===== config.mk =====
export PLATFORM = sky130hd
export DESIGN_NAME = jzjpcc_load_processor
export DESIGN_NICKNAME = d
export VERILOG_FILES = /design/src/rtl/jzjpcc_load_processor.sv
export SDC_FILE = /design/constraint.sdc
export NUM_CORES = 1
export LEC_CHECK = 0
export CORE_ASPECT_RATIO = 0.75
export CORE_MARGIN = 3
export CORE_UTILIZATION = 34
export DETAILED_ROUTE_END_ITERATION = 8
export PLACE_DENSITY_LB_ADDON = 0.2
export SETUP_SLACK_MARGIN = 0.1
export SKIP_LAST_GASP = 1
export SLEW_MARGIN = 20
export SYNTH_ARGS = -nofsm -noshare
export SYNTH_HDL_FRONTEND = slang
export SYNTH_SLANG_ARGS = --single-unit

===== constraint.sdc =====
create_clock -name clock -period 4.9 [get_ports clock]
set_input_delay 0.98 -clock clock [delete_from_list [all_inputs] [get_ports clock]]
set_output_delay 0.98 -clock clock [all_outputs]
set_load 0.01 [all_outputs]

===== src/rtl/jzjpcc_load_processor.sv =====
// Load-side memory/writeback stages: extracts, reorders and extends loaded data.
// Optional misaligned-load detection is enabled by defining JZJPCC_LOAD_MISALIGN_DETECT_EN.
module jzjpcc_load_processor (
  input  logic        clock,
  input  logic        reset,
  input  logic        stall,
  input  logic        flush,
  input  logic        loadValid_execute,
  input  logic [2:0]  funct3_execute,
  input  logic [1:0]  byteOffset_execute,
  input  logic [4:0]  rdAddress_execute,
  input  logic [31:0] memData_memory,
  output logic        loadValid_writeback,
  output logic [31:0] loadData_writeback,
  output logic [4:0]  rdAddress_writeback,
  output logic        misaligned_writeback
);

  logic        r_m_valid;
  logic [2:0]  r_m_funct3;
  logic [1:0]  r_m_offset;
  logic [4:0]  r_m_rd;

  logic [31:0] r_hold_data;
  logic        r_held_valid;

  logic        r_w_valid;
  logic [31:0] r_w_data;
  logic [4:0]  r_w_rd;

  logic [31:0] w_raw;
  logic [7:0]  w_byte;
  logic [15:0] w_half;
  logic [31:0] w_word;
  logic [31:0] w_ext;
  logic        w_misaligned;

  // Memory data arrives in lane order; the stall-captured copy wins once taken.
  assign w_raw  = r_held_valid ? r_hold_data : memData_memory;
  assign w_word = {w_raw[7:0], w_raw[15:8], w_raw[23:16], w_raw[31:24]};

  always_comb begin
    w_byte = 8'h00;
    case (r_m_offset)
      2'd0: w_byte = w_raw[31:24];
      2'd1: w_byte = w_raw[23:16];
      2'd2: w_byte = w_raw[15:8];
      2'd3: w_byte = w_raw[7:0];
      default: w_byte = 8'h00;
    endcase
  end

  assign w_half = r_m_offset[1] ? {w_raw[7:0], w_raw[15:8]} : {w_raw[23:16], w_raw[31:24]};

  always_comb begin
    w_ext = 32'h0;
    case (r_m_funct3)
      3'b000:  w_ext = {{24{w_byte[7]}}, w_byte};
      3'b100:  w_ext = {24'h0, w_byte};
      3'b001:  w_ext = {{16{w_half[15]}}, w_half};
      3'b101:  w_ext = {16'h0, w_half};
      3'b010:  w_ext = w_word;
      default: w_ext = 32'h0;
    endcase
  end

`ifdef JZJPCC_LOAD_MISALIGN_DETECT_EN
  logic r_w_misaligned;

  assign w_misaligned = ((r_m_funct3[1:0] == 2'b01) && r_m_offset[0])
                      || ((r_m_funct3 == 3'b010) && (r_m_offset != 2'd0));

  always_ff @(posedge clock) begin
    if (reset) begin
      r_w_misaligned <= 1'b0;
    end else if (!stall) begin
      r_w_misaligned <= r_m_valid && w_misaligned;
    end
  end

  assign misaligned_writeback = r_w_misaligned;
`else
  assign w_misaligned         = 1'b0;
  assign misaligned_writeback = 1'b0;
`endif

  always_ff @(posedge clock) begin
    if (reset) begin
      r_m_valid    <= 1'b0;
      r_m_funct3   <= 3'b000;
      r_m_offset   <= 2'd0;
      r_m_rd       <= 5'd0;
      r_hold_data  <= 32'h0;
      r_held_valid <= 1'b0;
      r_w_valid    <= 1'b0;
      r_w_data     <= 32'h0;
      r_w_rd       <= 5'd0;
    end else if (stall) begin
      if (!r_held_valid) begin
        r_hold_data  <= memData_memory;
        r_held_valid <= 1'b1;
      end
      // A flush still kills the memory-stage load even while everything else holds.
      if (flush) begin
        r_m_valid <= 1'b0;
      end
    end else begin
      r_held_valid <= 1'b0;
      r_m_valid    <= loadValid_execute && !flush;
      r_m_funct3   <= funct3_execute;
      r_m_offset   <= byteOffset_execute;
      r_m_rd       <= rdAddress_execute;
      r_w_valid    <= r_m_valid && !w_misaligned;
      r_w_data     <= w_misaligned ? 32'h0 : w_ext;
      r_w_rd       <= r_m_rd;
    end
  end

  assign loadValid_writeback = r_w_valid;
  assign loadData_writeback  = r_w_data;
  assign rdAddress_writeback = r_w_rd;

endmodule


==> flow_metrics.py <==
metrics = {
    "global_route": {
        "antenna_found_initial": 0,
        "grt_pass1_wl_mm": 15.4,
        "globalRouteOverflowTotal": 0,
        "grt.total_usage_pct": 16.3,
        "first_global_vias": 3008,
        "grt_start_max_net_pins": 53,
    },
    "clock_network": {
        "path_clk_slew_ps": 60,
        "clockRootBuffer": "sky130_fd_sc_hd__clkbuf_16",
        "cts_inserted_buffers": 9,
        "cts.htree.levels": 3,
        "holdBufCountCts": 0,
        "cts_tree": "built",
        "clkSinkCount": 82,
        "post_cts.resized_instances": 0,
        "insertion_delay_ps": 330,
        "post_cts.repair.setup_buffers": 0,
        "cts-root-to-sink-buffers": 2,
    },
    "critical_path": {
        "path_depth_of_the_worst_reg2reg_path": 5,
        "setup.worst_path.end_class": "flip-flop",
        "timing.critical_path.required_ps": 5150,
        "worstSetupPathType": "in2reg",
        "critPathArrivalTime_ps": 3040,
        "critical_path_maximum_fanout": 27,
        "worst_setup_path_start_kind": "input pin",
    },
    "route": {
        "drc_errors_left": 0,
        "drt_iter0_markers": 281,
        "drtAntennaViolNets": 0,
        "detailroute.via_count": 3199,
        "routed_wire_length_per_instance_um": 15.3,
        "routed_wl_mm": 9.85,
        "drt-vias-per-instance": 4.96,
        "drt-pass1-iter-count": 5,
    },
    "layout": {
        "area_overhead_vs_synth_pct": 33.8,
        "final_core_utilization_pct": 47.3,
        "antenna_cells": 0,
        "final_common_cell": "sky130_fd_sc_hd__nand2_1",
        "leading_cell_types_in_the_layout_fill_and_taps_excluded": "sky130_fd_sc_hd__nand2_1 (107), sky130_fd_sc_hd__clkdlybuf4s50_1 (83), sky130_fd_sc_hd__dfxtp_1 (81)",
        "layout.nets": 551,
        "layout-drive-gt1-share_pct": 6.09,
    },
    "timing": {
        "final-hold-violation-count": 0,
        "finalWorstSetupSlack_ps": 2110,
        "final-max-slew-violation-count": 0,
        "max_slew.worst_pin.slew_ps": 1000,
        "maxSlewHeadroom_pct": 33.2,
        "final-setup-viol-count": 0,
        "finClkSkew_ps": 3.40,
        "timing.final.crit_period_ps": 2790,
        "final_critical_path_share_of_the_clock_period_pct": 56.8,
        "timing.setup.tns_ps": 0,
        "achievable-frequency_mhz": 359,
        "rsz0062_at_grt": "no",
    },
    "floorplanning": {
        "rows": 32,
        "area_of_the_core_um2": 10400,
        "floorplan.initialDensity_pct": 35.3,
        "chipHeight_um": 96.1,
        "die_area_um2": 12100,
        "chipWidth_um": 126,
        "num_io_pins": 86,
    },
    "synthesis": {
        "synth_seq_area_share_pct": 44.6,
        "synth_seq_cells": 82,
        "syn_nets": 486,
        "post-synth-top-area-cell": "sky130_fd_sc_hd__dfxtp_1",
        "syn-instance-count": 439,
        "yosysUniqueCellTypes": 36,
        "yosysTopAreaCellShare_pct": 44.6,
        "yosys_warnings": 0,
        "postSynthAreaPerCell_um2": 8.38,
        "yosys-top-cells-area": "sky130_fd_sc_hd__dfxtp_1 (45%), sky130_fd_sc_hd__mux2i_1 (14%), sky130_fd_sc_hd__nand2_1 (11%)",
        "mappedNetlistArea_um2": 3680,
    },
    "pwr": {
        "power_frac_seq_pct": 41.5,
        "cell_internal_pwr_mw": 1.38,
        "pwr_density_cell_nw_per_um2": 367,
        "clock_network_power_share_pct": 43.2,
        "vdd.ir_drop.worst_v": 0.000207,
        "total_leakage_power_nw": 1.96,
        "power_frac_comb_pct": 15.3,
        "switching_share_pct": 23.7,
        "switchingPower_mw": 0.429,
    },
    "place": {
        "port_buf_inserts": 84,
        "global_placement_routability_congestion": 0.876,
        "final_hpwl_dp_mm": 7.40,
        "pre_cts_ws_ps": 1770,
    },
    "flow_run": {
        "cap_violations": 0,
    },
    "min_path": {
        "timing.hold.worst.class": "reg2reg",
        "hold-path-cell-count": 2,
    },
    "run_status": {
        "run_status": "finished, final reports clean",
    },
}
==> cell families (layout without fill, tap and decap cells) <==
group	after synthesis	count (layout)	share of synthesized area, %
AND/OR/NAND/NOR	168	168	18.5
AO/OA/AOI/OAI	93	93	15.9
flip-flops	82	82	44.6
multiplexers	58	58	16.3
buffers and inverters	37	107	4.53
other	1	1	0.102
==> power groups by stage <==
stage / sequential (mW) / clock, mW / combinational, mW
after floorplan: 0.759 / 0 / 0.148
after CTS: 0.749 / 0.801 / 0.275
after global routing: 0.756 / 0.828 / 0.300
after global placement: 0.762 / 0 / 0.270
after detailed placement: 0.764 / 0 / 0.274
final: 0.749 / 0.780 / 0.275
==> synth_stat cells <==
| master | number |
|---|---|
| sky130_fd_sc_hd__nor2_1 | 42 |
| sky130_fd_sc_hd__nor3_1 | 1 |
| sky130_fd_sc_hd__nor3_2 | 1 |
| sky130_fd_sc_hd__buf_4 | 2 |
| sky130_fd_sc_hd__buf_2 | 9 |
| sky130_fd_sc_hd__mux4_2 | 1 |
| sky130_fd_sc_hd__conb_1 | 1 |
| sky130_fd_sc_hd__nor4_1 | 1 |
| sky130_fd_sc_hd__buf_6 | 1 |
| sky130_fd_sc_hd__mux2_2 | 4 |
| sky130_fd_sc_hd__nor3b_1 | 1 |
| sky130_fd_sc_hd__clkbuf_1 | 21 |
| sky130_fd_sc_hd__a211oi_1 | 6 |
| sky130_fd_sc_hd__o21ai_0 | 21 |
| sky130_fd_sc_hd__a22oi_1 | 9 |
| sky130_fd_sc_hd__mux2i_1 | 53 |
| sky130_fd_sc_hd__clkbuf_2 | 1 |
| sky130_fd_sc_hd__o22ai_1 | 7 |
| sky130_fd_sc_hd__or2_2 | 1 |
| sky130_fd_sc_hd__dfxtp_1 | 82 |
| sky130_fd_sc_hd__nand2_1 | 107 |
| sky130_fd_sc_hd__a21oi_1 | 28 |
| sky130_fd_sc_hd__o21ai_1 | 1 |
| sky130_fd_sc_hd__nand2b_1 | 7 |
| sky130_fd_sc_hd__or3_1 | 1 |
| sky130_fd_sc_hd__a221o_1 | 1 |
| sky130_fd_sc_hd__o21a_1 | 1 |
| sky130_fd_sc_hd__o221ai_1 | 1 |
| sky130_fd_sc_hd__o211ai_1 | 4 |
| sky130_fd_sc_hd__buf_1 | 1 |
| sky130_fd_sc_hd__inv_1 | 2 |
| sky130_fd_sc_hd__nor2b_1 | 5 |
| sky130_fd_sc_hd__a22o_1 | 7 |
| sky130_fd_sc_hd__a32oi_1 | 6 |
| sky130_fd_sc_hd__and2_1 | 1 |
| sky130_fd_sc_hd__o21ai_2 | 1 |
==> critical path, cell delays in order <==
cell and delay (ps):
sky130_fd_sc_hd__clkdlybuf4s50_1 620, sky130_fd_sc_hd__buf_4 360, sky130_fd_sc_hd__nor3_2 200, sky130_fd_sc_hd__buf_4 240, sky130_fd_sc_hd__nand2_1 70, sky130_fd_sc_hd__or3_1 440, sky130_fd_sc_hd__o211ai_1 130
==> state kept, by name (all words and copies together) (netlist names) <==
| signal | cells |
|---|---|
| r_m_funct3 | 3 |
| r_m_offset | 2 |
| rdAddress_writeback | 5 |
| r_hold_data | 32 |
| r_m_rd | 5 |
| loadValid_writeback | 1 |
| r_held_valid | 1 |
| r_m_valid | 1 |
| loadData_writeback | 32 |
==> stage by stage <==
stage          std cells  total power, mW  hold slack [ps]  area, µm²
2_1_floorplan        439            0.906              433       3680
3_3_place_gp         629             1.03              426       4570
3_5_place_dp         629             1.04              431       4570
4_1_cts              645             1.83              439       4920
5_1_grt              645             1.88              456       4920
6_report             645             1.80              434       4920
==> cell type report <==
type                    count  area [µm²]
clock buffers              12         256
multi-input cells         320        1870
flip-flops and latches     82        1640
clock inverters             4        97.6
repair buffers             89         873
well taps                 136         170
fillers                  1035        5490
inverters                   2        7.51
==> worst paths after layout <==
path                                           start  slack, ps                             endpoint
setup / recovery                               stall       2110   loadData_writeback[9]$_SDFFE_PP0N_
hold reg to reg   loadData_writeback[7]$_SDFFE_PP0N_        430   loadData_writeback[7]$_SDFFE_PP0N_
hold / removal    loadData_writeback[7]$_SDFFE_PP0N_        430   loadData_writeback[7]$_SDFFE_PP0N_
setup reg to reg             r_held_valid$_SDFF_PP0_       2250  loadData_writeback[18]$_SDFFE_PP0N_
==> layer usage <==
layer / track usage [%] / up-vias / wire (µm)
met5: 0 / - / 0
met4: 4.38 / 0 / 112
met3: 4.27 / 11 / 549
met2: 24.2 / 89 / 4190
met1: 23.4 / 1459 / 5000
li1: - / 1640 / -
(Power assumes the default switching activity.)
